--- config.mk ---
export PLATFORM = sky130hd
export DESIGN_NAME = riscv_if
export DESIGN_NICKNAME = d
export VERILOG_FILES = /design/src/rtl/riscv_if.sv
export SDC_FILE = /design/constraint.sdc
export NUM_CORES = 1
export LEC_CHECK = 0
export ABC_CLOCK_PERIOD_IN_PS = 5200
export CORE_AREA = 2 2 151 153
export CTS_CLUSTER_SIZE = 10
export DETAILED_ROUTE_END_ITERATION = 12
export DIE_AREA = 0 0 153 155
export DONT_BUFFER_PORTS = 1
export PLACE_DENSITY_LB_ADDON = 0.08
export SETUP_SLACK_MARGIN = 0.2
export SYNTH_ARGS = -nofsm -noshare
export SYNTH_HDL_FRONTEND = slang
export SYNTH_SLANG_ARGS = --single-unit
--- constraint.sdc ---
create_clock -name clk -period 5.2 [get_ports clk]
set_input_delay 0.52 -clock clk [delete_from_list [all_inputs] [get_ports clk]]
set_output_delay 0.52 -clock clk [all_outputs]
set_load 0.005 [all_outputs]
--- src/rtl/riscv_if.sv ---
// Instruction fetch stage: issues word reads to instruction memory and hands
// {instruction, pc, valid} to decode, honouring stall and execute redirects.
module riscv_if #(
  parameter logic [31:0] RESET_PC = 32'h0000_0000,
  parameter logic [31:0] NOP      = 32'h0000_0013
) (
  input  logic        rst,
  input  logic        clk,
  output logic        imem_req,
  output logic [31:0] imem_addr,
  input  logic        imem_ack,
  input  logic [31:0] imem_rdata,
  input  logic        stall,
  input  logic        redirect,
  input  logic [31:0] redirect_pc,
  output logic [31:0] instruction,
  output logic [31:0] pc,
  output logic        valid,
  output logic        exception
);

  localparam logic [2:0] IDLE = 3'd0;
  localparam logic [2:0] WAIT = 3'd1;
  localparam logic [2:0] HOLD = 3'd2;
  localparam logic [2:0] DROP = 3'd3;
  localparam logic [2:0] HALT = 3'd4;

  logic [2:0]  state_q, state_d;
  logic        req_q, req_d;
  logic [31:0] addr_q, addr_d;
  logic [31:0] instr_q, instr_d;
  logic [31:0] pc_q, pc_d;
  logic        valid_q, valid_d;
  logic        exc_q, exc_d;
  logic [31:0] fetch_pc_q, fetch_pc_d;

  always_comb begin
    state_d    = state_q;
    req_d      = req_q;
    addr_d     = addr_q;
    instr_d    = instr_q;
    pc_d       = pc_q;
    valid_d    = valid_q;
    exc_d      = exc_q;
    fetch_pc_d = fetch_pc_q;

    if (redirect && (state_q != HALT)) begin
      // Redirect always flushes the presented instruction, even on a would-be transfer edge.
      valid_d = 1'b0;
      if (redirect_pc[1:0] != 2'b00) begin
        state_d = HALT;
        req_d   = 1'b0;
        exc_d   = 1'b1;
      end else begin
        fetch_pc_d = redirect_pc;
        if (((state_q == WAIT) || (state_q == DROP)) && !imem_ack) begin
          // Request still in flight: keep req/addr stable and discard its data later.
          state_d = DROP;
        end else begin
          state_d = WAIT;
          req_d   = 1'b1;
          addr_d  = redirect_pc;
        end
      end
    end else begin
      case (state_q)
        IDLE: begin
          state_d = WAIT;
          req_d   = 1'b1;
          addr_d  = fetch_pc_q;
        end
        WAIT: begin
          if (imem_ack) begin
            state_d    = HOLD;
            instr_d    = imem_rdata;
            pc_d       = addr_q;
            valid_d    = 1'b1;
            fetch_pc_d = addr_q + 32'd4;
            req_d      = 1'b0;
          end
        end
        HOLD: begin
          if (!stall) begin
            state_d = WAIT;
            valid_d = 1'b0;
            req_d   = 1'b1;
            addr_d  = fetch_pc_q;
          end
        end
        DROP: begin
          if (imem_ack) begin
            state_d = WAIT;
            req_d   = 1'b1;
            addr_d  = fetch_pc_q;
          end
        end
        HALT: begin
          req_d   = 1'b0;
          valid_d = 1'b0;
          exc_d   = 1'b1;
        end
        default: begin
          state_d = IDLE;
          req_d   = 1'b0;
          valid_d = 1'b0;
        end
      endcase
    end
  end

  always_ff @(posedge clk or posedge rst) begin
    if (rst) begin
      state_q    <= IDLE;
      req_q      <= 1'b0;
      addr_q     <= RESET_PC;
      instr_q    <= NOP;
      pc_q       <= RESET_PC;
      valid_q    <= 1'b0;
      exc_q      <= 1'b0;
      fetch_pc_q <= RESET_PC;
    end else begin
      state_q    <= state_d;
      req_q      <= req_d;
      addr_q     <= addr_d;
      instr_q    <= instr_d;
      pc_q       <= pc_d;
      valid_q    <= valid_d;
      exc_q      <= exc_d;
      fetch_pc_q <= fetch_pc_d;
    end
  end

  assign imem_req    = req_q;
  assign imem_addr   = addr_q;
  assign pc          = pc_q;
  assign valid       = valid_q;
  assign exception   = exc_q;
  assign instruction = valid_q ? instr_q : NOP;

endmodule

==> flow_metrics.py, run 1 <==
metrics = {
    "floorplan": {
        "core_area_um2": 22230,
        "start_util_pct": 29.19,
        "die_w_um": 153,
        "std_cell_rows": 55,
        "die_h_um": 155,
        "die-area_um2": 23720,
        "ios": 168,
    },
    "worst_setup_path": {
        "end_kind": "flop",
        "rr_startpoint": "state_q[2]$_DFFE_PP0P_",
        "critPathLaunch": "state_q[2]$_DFFE_PP0P_",
        "crit_fanout": 76,
        "endpoint": "fetch_pc_q[16]$_DFFE_PP0P_",
        "path_class": "flop to flop",
        "reg2reg_depth": 5,
        "cp-start-kind": "flop",
        "timing.rr.end": "fetch_pc_q[16]$_DFFE_PP0P_",
        "r2r_slack_ps": 2630,
        "cp.arrival_ps": 2850,
        "required_ps": 5480,
    },
    "final_layout": {
        "fin_nets": 797,
        "area_delta_synth_final_pct": 10.28,
        "drive_gt1_share_pct": 7.432,
        "diodes": 0,
        "finish.utilization_pct": 32.19,
        "fill_cells": 2300,
    },
    "timing": {
        "fmax_ghz": 0.3896,
        "fin_skew_ps": 9.427,
        "tightestPinTransition_ps": 1015,
        "setup_viol": 0,
        "slew_violations": 0,
        "period_share_pct": 49.36,
        "maxSlewHeadroom_pct": 32.31,
        "setup_tns_ps": 0,
        "rsz0062_at_grt": "no",
        "min_period_ps": 2567,
        "hold_viol_final": 0,
    },
    "detailed_routing": {
        "wl_per_cell_um": 18.10,
        "drtAntennaViolNets": 0,
        "vias": 5094,
        "vias_per_cell": 4.970,
        "dr.pass1.iters": 5,
        "wl_mm": 18.55,
        "drt_iter0_drc": 346,
        "drc": 0,
    },
    "power": {
        "vdd.ir_drop.worst_mv": 0.1924,
        "power_density_nw_per_um2": 309.3,
        "cellLeakagePower_nw": 3.274,
    },
    "global_routing": {
        "antenna_found_initial": 0,
        "track_usage_pct": 16.14,
        "grt_pass1_wl_mm": 30.03,
        "grt_max_degree": 106,
        "grt_pass1_vias": 5130,
        "grt_overflow_total": 0,
    },
    "synthesis": {
        "yosysWarnings": 0,
        "syn_area_per_cell_um2": 8.604,
        "synth-main-ff-cell": "dfrtp_1",
        "synth_area_leader_cell": "dfrtp_1",
        "synth_area_um2": 6487,
        "synth_edf_count": 0,
        "async_reset_ff_share_pct": 100.0,
        "ys_types": 53,
        "synth_top_area_share_pct": 50.53,
        "yosys.cell_count.top_type": "nand2_1",
        "synthCells": 754,
        "ys_top_cells_by_count": "nand2_1, dfrtp_1, nor2_1",
        "ys_seq_area_share_pct": 51.75,
        "ys_seq_elements": 134,
        "syn-num-nets": 824,
        "synth_area_leaders": "dfrtp_1, nand2_1, a31oi_1, nor2_1, and2_1",
    },
    "clock_tree": {
        "clk_transition_reported_paths_ps": 60,
        "root_buffer": "clkbuf_16",
        "cts_tree": "done",
        "postCtsSetupBuffers": 0,
        "cts_max_path_buffers": 2,
        "cts.sinks": 134,
        "postCtsHoldBufs": 0,
        "numCtsBuffers": 17,
        "htree_num_levels": 4,
        "insertion_delay_ps": 420,
        "ctsResizeCount": 0,
    },
    "hold_path": {
        "hp-class": "primary input to async pin",
    },
    "place": {
        "numPortBuffers": 0,
        "dp_hpwl_mm": 12.07,
        "place_congestion": 0.7758,
    },
    "outcome": {
        "outcome": "complete, no violations",
    },
    "run": {
        "timing.max_cap.violations": 0,
    },
}
-- cell families after synthesis --
kind of cell | synth area share (%)
flops | 51.75
compound gates | 11.01
buf+inv | 5.091
xor+xnor | 3.510
fa+ha+maj | 0.1928
simple gates | 28.45
-- routing by layer --
layer / GRT usage, % / vias to the layer above / routed length, µm
met5: 0 / - / 0
met4: 4.982 / 0 / 262
met3: 6.267 / 23 / 1739
met2: 25.86 / 197 / 8510
met1: 20.21 / 2445 / 8037
li1: - / 2429 / -
-- how the worst min path moves through the flow --
stage,from,endpoint,slack [ps],cells past startpoint
global placement,instr_q[4]$_DFFE_PP1P_,instr_q[4]$_DFFE_PP1P_,450,2
floorplan,instr_q[0]$_DFFE_PP1P_,instr_q[0]$_DFFE_PP1P_,440,2
finish,rst,instr_q[28]$_DFFE_PP0P_,150,1
global route,imem_rdata[1],instr_q[1]$_DFFE_PP1P_,180,2
CTS,imem_rdata[1],instr_q[1]$_DFFE_PP1P_,170,2
detailed placement,instr_q[1]$_DFFE_PP1P_,instr_q[1]$_DFFE_PP1P_,450,2
-- critical path, cell delays in order, from the launching register on --
cell and delay [ps]:
dfrtp_1 470, or2_1 360, or2_4 800, nand2_4 390, o21ai_0 290, a21oi_1 60
-- where the power goes --
part / total [mW] / internal [mW] / leakage [nW] / switching [mW]
combinational: 0.0246 / 0.00257 / 1.16 / 0.0220
clock: 1.15 / 0.669 / 0.270 / 0.477
sequential: 1.04 / 1.04 / 1.85 / 0
-- flip-flops by register name (all words and copies together) (netlist names) --
| register | cells |
|---|---|
| pc | 32 |
| exception | 1 |
| imem_addr | 32 |
| instr_q | 32 |
| imem_req | 1 |
| fetch_pc_q | 32 |
| valid | 1 |
| state_q | 3 |
-- final cells by class --
| type | count | area [µm²] | area share, % |
|---|---|---|---|
| timing repair buffer | 4 | 30.03 | 0.4197 |
| clock inverter | 12 | 105.1 | 1.469 |
| sequential | 134 | 3357 | 46.92 |
| multi-input combinational | 564 | 2831 | 39.58 |
| inverter | 6 | 27.53 | 0.3847 |
| clock buffer | 20 | 446.7 | 6.243 |
| tap | 285 | 356.6 | 4.984 |
-- through the flow --
step | power [mW] | hold slack [ps] | worst slack (ps) | cells | instance area [µm²]
6_report | 2.213 | 154.4 | 2633 | 1025 | 7154
5_1_grt | 2.302 | 178.5 | 2315 | 1025 | 7154
4_1_cts | 2.254 | 166.1 | 2559 | 1025 | 7154
3_5_place_dp | 1.089 | 449.8 | 2563 | 993 | 6603
3_3_place_gp | 1.088 | 448.9 | 2655 | 993 | 6603
2_1_floorplan | 1.080 | 435.6 | 1102 | 754 | 6487
-- layout by cell type (no fill, tap or decap), drive strengths merged, types with 8 or more instances in the layout --
| master | netlist | final |
|---|---|---|
| a31oi | 35 | 35 |
| dfrtp | 131 | 131 |
| nor2 | 58 | 58 |
| xor2 | 19 | 19 |
| nand3 | 13 | 13 |
| clkinv | 0 | 8 |
| o21ai | 43 | 43 |
| nand2 | 281 | 281 |
| clkbuf | 10 | 20 |
| nand4 | 14 | 14 |
| and2 | 31 | 31 |
Note: power is estimated with default switching activity, not from simulation.
==> inputs of run 2 (changes only) <==
- ABC_CLOCK_PERIOD_IN_PS: 5200 -> 2100
- clock period: 5.2 -> 2.1 ns (I/O delays scaled with it)
==> flow_metrics.py, run 2 (synthesized netlist as in run 1, its figures left out) <==
metrics = {
    "hold_path": {
        "min_from": "redirect_pc[0]",
        "hp-class": "primary input to flop",
    },
    "place": {
        "place_congestion": 0.8047,
        "place_area_um2": 6942,
        "dp_hpwl_mm": 13.08,
        "numPortBuffers": 0,
    },
    "clock_tree": {
        "numCtsBuffers": 17,
        "root_buffer": "clkbuf_16",
        "htree_num_levels": 4,
        "cts_tree": "done",
        "cts.sinks": 134,
        "clk_transition_reported_paths_ps": 70,
        "insertion_delay_ps": 430,
        "cts_max_path_buffers": 2,
    },
    "floorplan": {
        "ios": 168,
        "core_area_um2": 22230,
        "std_cell_rows": 55,
        "die_w_um": 153,
        "die_h_um": 155,
        "die-area_um2": 23720,
        "start_util_pct": 29.19,
    },
    "detailed_routing": {
        "wl_met2_mm": 9.670,
        "vias_per_cell": 4.883,
        "wl_mm": 20.33,
        "dr.pass1.iters": 5,
        "drc": 0,
        "dr_wl_met3_mm": 1.239,
        "wl_per_cell_um": 17.99,
        "drtAntennaViolNets": 0,
        "wl_met1_mm": 9.196,
        "vias": 5518,
        "top_layer": "met4",
        "drt_iter0_drc": 330,
    },
    "worst_setup_path": {
        "path_class": "flop to flop",
        "critPathLaunch": "state_q[2]$_DFFE_PP0P_",
        "required_ps": 2450,
        "end_kind": "flop",
        "cp.arrival_ps": 2200,
        "rr_startpoint": "state_q[2]$_DFFE_PP0P_",
        "cp-start-kind": "flop",
        "crit_fanout": 32,
    },
    "timing": {
        "setup_viol": 0,
        "fmax_ghz": 0.5399,
        "tightestPinTransition_ps": 727.6,
        "slew_violations": 0,
        "maxSlewHeadroom_pct": 51.39,
        "min_period_ps": 1852,
        "hold_ws_ps": 23.43,
        "fin_skew_ps": 15.18,
        "hold_viol_final": 0,
        "setup_tns_ps": 0,
        "period_share_pct": 88.20,
        "rsz0062_at_grt": "yes",
    },
    "global_routing": {
        "track_usage_pct": 17.57,
        "grt_pass1_wl_mm": 32.58,
        "grt_overflow_total": 0,
        "grt_pass1_vias": 5662,
        "grt_max_degree": 76,
        "antenna_found_initial": 1,
    },
    "power": {
        "p_clk_share_pct": 51.1,
        "pwr-share-seq_pct": 45.6,
        "cellLeakagePower_nw": 3.785,
        "switching_power_mw": 1.313,
        "power_density_nw_per_um2": 685.0,
        "swShare_pct": 23.18,
        "vdd.ir_drop.worst_mv": 0.4621,
        "comb_power_share_pct": 3.3,
        "total_power_mw": 5.664,
        "p_int_mw": 4.351,
    },
    "final_layout": {
        "multiInputGateArea_um2": 2861,
        "final_area_um2": 8269,
        "fin_nets": 901,
        "layout_common_cells": "nand2_1, dfrtp_1, dlygate4sd3_1",
        "area_delta_synth_final_pct": 27.46,
        "finish.utilization_pct": 37.20,
        "drive_gt1_share_pct": 11.97,
        "mostFrequentLayoutCell": "nand2_1",
        "fill_cells": 2271,
        "regArea_um2": 3359,
    },
    "outcome": {
        "outcome": "complete, no violations",
    },
    "run": {
        "timing.max_cap.violations": 0,
    },
}
run 2: changes by cell type in the layout (fill, tap and decap cells not counted), sizes merged:
cell         before  now
diode             0    1
buf               4   41
inv               7    9
dlygate4sd3       0   67
clkinv            8    6
clkinvlp          2    4
clkbuf           20   18
run 2: final timing paths:
check,cells after the start,end,slack (ps)
max,7,fetch_pc_q[16]$_DFFE_PP0P_,250
min,2,state_q[2]$_DFFE_PP0P_,20
max reg2reg,7,fetch_pc_q[16]$_DFFE_PP0P_,250
min reg2reg,2,instr_q[4]$_DFFE_PP1P_,460
max in group asynchronous,3,instr_q[4]$_DFFE_PP1P_,1000
min in group asynchronous,2,instr_q[7]$_DFFE_PP0P_,390
run 2: cell type report:
cell class | instances | area share (%)
Sequential cell | 134 | 40.63
Clock inverter | 14 | 1.513
Antenna cell | 1 | 0.03026
Inverter | 6 | 0.3177
Clock buffer | 18 | 5.311
Timing Repair Buffer | 108 | 13.28
Multi-Input combinational cell | 564 | 34.60
Tap cell | 285 | 4.312
run 2: metal layers:
| metal | track usage (%) | up-vias |
|---|---|---|
| met3 | 4.735 | 16 |
| met1 | 22.80 | 2678 |
| met4 | 5.335 | 0 |
| met2 | 28.83 | 189 |
| li1 | - | 2635 |
| met5 | 0 | - |
run 2: per-stage QoR:
stage               cells  setup WS, ps
floorplan             754         227.3
global placement     1025         199.3
detailed placement   1025         153.5
CTS                  1127         184.5
global route         1130         146.4
finish               1130         247.8
run 2: power groups by stage:
stage	combinational (mW)	sequential, mW	clock (mW)
2_1_floorplan	0.0460	2.63	0
3_3_place_gp	0.0806	2.63	0
3_5_place_dp	0.0823	2.63	0
4_1_cts	0.193	2.58	2.99
5_1_grt	0.207	2.58	3.09
6_report	0.187	2.58	2.89
run 2: critical path, stage by stage (launching register included):
cell and delay (ps):
dfrtp_2 440, or3b_1 390, buf_4 170, a2bb2oi_2 200
buf_12 240, or3_1 130, o21ai_0 70, a21oi_1 130
run 2: timing repair:
item / CTS / global route
gates cloned: 1 / 0
hold endpoints to repair: 102 / 0
gates resized for setup: 3 / 8
pin swaps: 1 / 2
setup endpoints to repair: 22 / 52
setup buffers: 2 / 2
hold buffers: 67 / 0
==> inputs of run 3 (changes only) <==
- MAX_ROUTING_LAYER: default -> met4
==> flow_metrics.py, run 3 (synthesized netlist as in run 1, its figures left out) <==
metrics = {
    "power": {
        "cellLeakagePower_nw": 3.814,
        "vdd.ir_drop.worst_mv": 0.4641,
        "power_density_nw_per_um2": 680.9,
        "total_power_mw": 5.675,
    },
    "run": {
        "timing.max_cap.violations": 0,
    },
    "timing": {
        "fmax_ghz": 0.5462,
        "min_period_ps": 1831,
        "slew_violations": 0,
        "setup_tns_ps": 0,
        "rsz0062_at_grt": "yes",
        "fin_skew_ps": 15.24,
        "maxSlewHeadroom_pct": 50.78,
        "setup_viol": 0,
        "tightestPinTransition_ps": 736.7,
        "period_share_pct": 87.19,
        "hold_viol_final": 0,
    },
    "detailed_routing": {
        "drtAntennaViolNets": 0,
        "drc": 0,
        "dr.pass1.iters": 5,
        "vias": 5539,
        "drt_iter0_drc": 399,
        "vias_per_cell": 4.893,
        "wl_mm": 20.80,
        "wl_per_cell_um": 18.37,
    },
    "clock_tree": {
        "clk_transition_reported_paths_ps": 70,
        "cts_tree": "done",
        "insertion_delay_ps": 430,
        "cts.sinks": 134,
        "root_buffer": "clkbuf_16",
        "htree_num_levels": 4,
        "numCtsBuffers": 17,
        "cts_max_path_buffers": 2,
    },
    "worst_setup_path": {
        "critPathBufInv": 2,
        "cp-start-kind": "flop",
        "cp_cell_sequence": "or3b_1 -> buf_4 -> nand2_2 -> buf_4 -> or3_1 -> o21ai_0 -> a21oi_1",
        "required_ps": 2450,
        "path_delay_family": "simple AND/OR/NAND/NOR gates",
        "crit_fanout": 25,
        "cp_slowest_stage_delay_ps": 440,
        "cp.arrival_ps": 2180,
        "end_kind": "flop",
        "cp_slowest_cell": "dfrtp_2",
        "crit_top_cell": "buf_4",
        "path_class": "flop to flop",
    },
    "final_layout": {
        "final_area_um2": 8334,
        "area_delta_synth_final_pct": 28.47,
        "layout_common_cells": "nand2_1, dfrtp_1, dlygate4sd3_1",
        "fin_nets": 903,
        "mostFrequentLayoutCell": "nand2_1",
        "drive_gt1_share_pct": 12.17,
        "fill_cells": 2262,
        "layout.cells.non_filler": 1132,
        "finish.utilization_pct": 37.50,
    },
    "place": {
        "dp.cells": 1025,
        "numPortBuffers": 0,
        "place_congestion": 0.8164,
        "dp_hpwl_mm": 13.08,
        "place_area_um2": 6942,
    },
    "global_routing": {
        "grt_pass1_wl_mm": 32.57,
        "track_usage_pct": 18.10,
        "grt_overflow_total": 0,
        "antenna_found_initial": 1,
        "grt_max_degree": 76,
        "grt_pass1_vias": 5662,
    },
    "floorplan": {
        "ios": 168,
        "die-area_um2": 23720,
        "die_h_um": 155,
        "core_area_um2": 22230,
        "start_util_pct": 29.19,
        "die_w_um": 153,
        "std_cell_rows": 55,
    },
    "hold_path": {
        "hp-class": "primary input to flop",
    },
    "outcome": {
        "outcome": "complete, no violations",
    },
}
run 3: per-layer routing:
layer | GRT usage, % | part of all wire (%)
met1 | 22.90 | 45
met2 | 28.87 | 47
met3 | 4.513 | 6.3
met4 | 5.335 | 1.0
met5 | - | 0
run 3: cell type report:
type                       count  area (µm²)  share of cell area, %
sequential                   134        3359                  40.31
timing repair buffer         110        1152                  13.83
clock buffer                  18       439.2                  5.269
clock inverter                14       125.1                  1.501
multi-input combinational    564        2873                  34.47
tap                          285       356.6                  4.279
antenna                        1       2.502                0.03003
inverter                       6       26.28                 0.3153
run 3: worst reg2reg max path, stage by stage, from the launching register on:
cell     delay [ps]
dfrtp_2         440
or3b_1          400
buf_4           170
nand2_2          90
buf_4           300
or3_1           170
o21ai_0          70
a21oi_1         130
run 3: worst paths after layout:
check                           cells past startpoint  slack, ps                    endpoint                    from
worst max-delay path                                7        270  fetch_pc_q[16]$_DFFE_PP0P_  state_q[2]$_DFFE_PP0P_
worst min-delay path                                2         20  fetch_pc_q[14]$_DFFE_PP0P_         redirect_pc[14]
worst max register to register                      7        270  fetch_pc_q[16]$_DFFE_PP0P_  state_q[2]$_DFFE_PP0P_
worst min register to register                      2        460      instr_q[4]$_DFFE_PP1P_  instr_q[4]$_DFFE_PP1P_
max in group asynchronous                           3        990      instr_q[4]$_DFFE_PP1P_                     rst
min in group asynchronous                           2        390      instr_q[7]$_DFFE_PP0P_                     rst
run 3: where the power goes:
| part | internal, mW | total [mW] | switching, mW |
|---|---|---|---|
| combinational | 0.101 | 0.187 | 0.0865 |
| sequential | 2.58 | 2.58 | 0 |
| clock | 1.67 | 2.91 | 1.24 |
run 3: timing repair:
action                                  CTS  global route
hold buffers                             67             0
pin swaps                                 1             1
endpoints found under the setup margin   22            52
buffers inserted                          2             2
gates resized for setup                   3            10
endpoints found under the hold margin   102             0
gates cloned                              1             2
run 3: per-stage QoR:
step	setup slack [ps]	hold WS [ps]
final	269.0	22.62
after global routing	152.5	13.88
after CTS	184.5	3.615
after detailed placement	153.5	223.4
after global placement	199.3	227.1
after floorplan	227.3	293.0
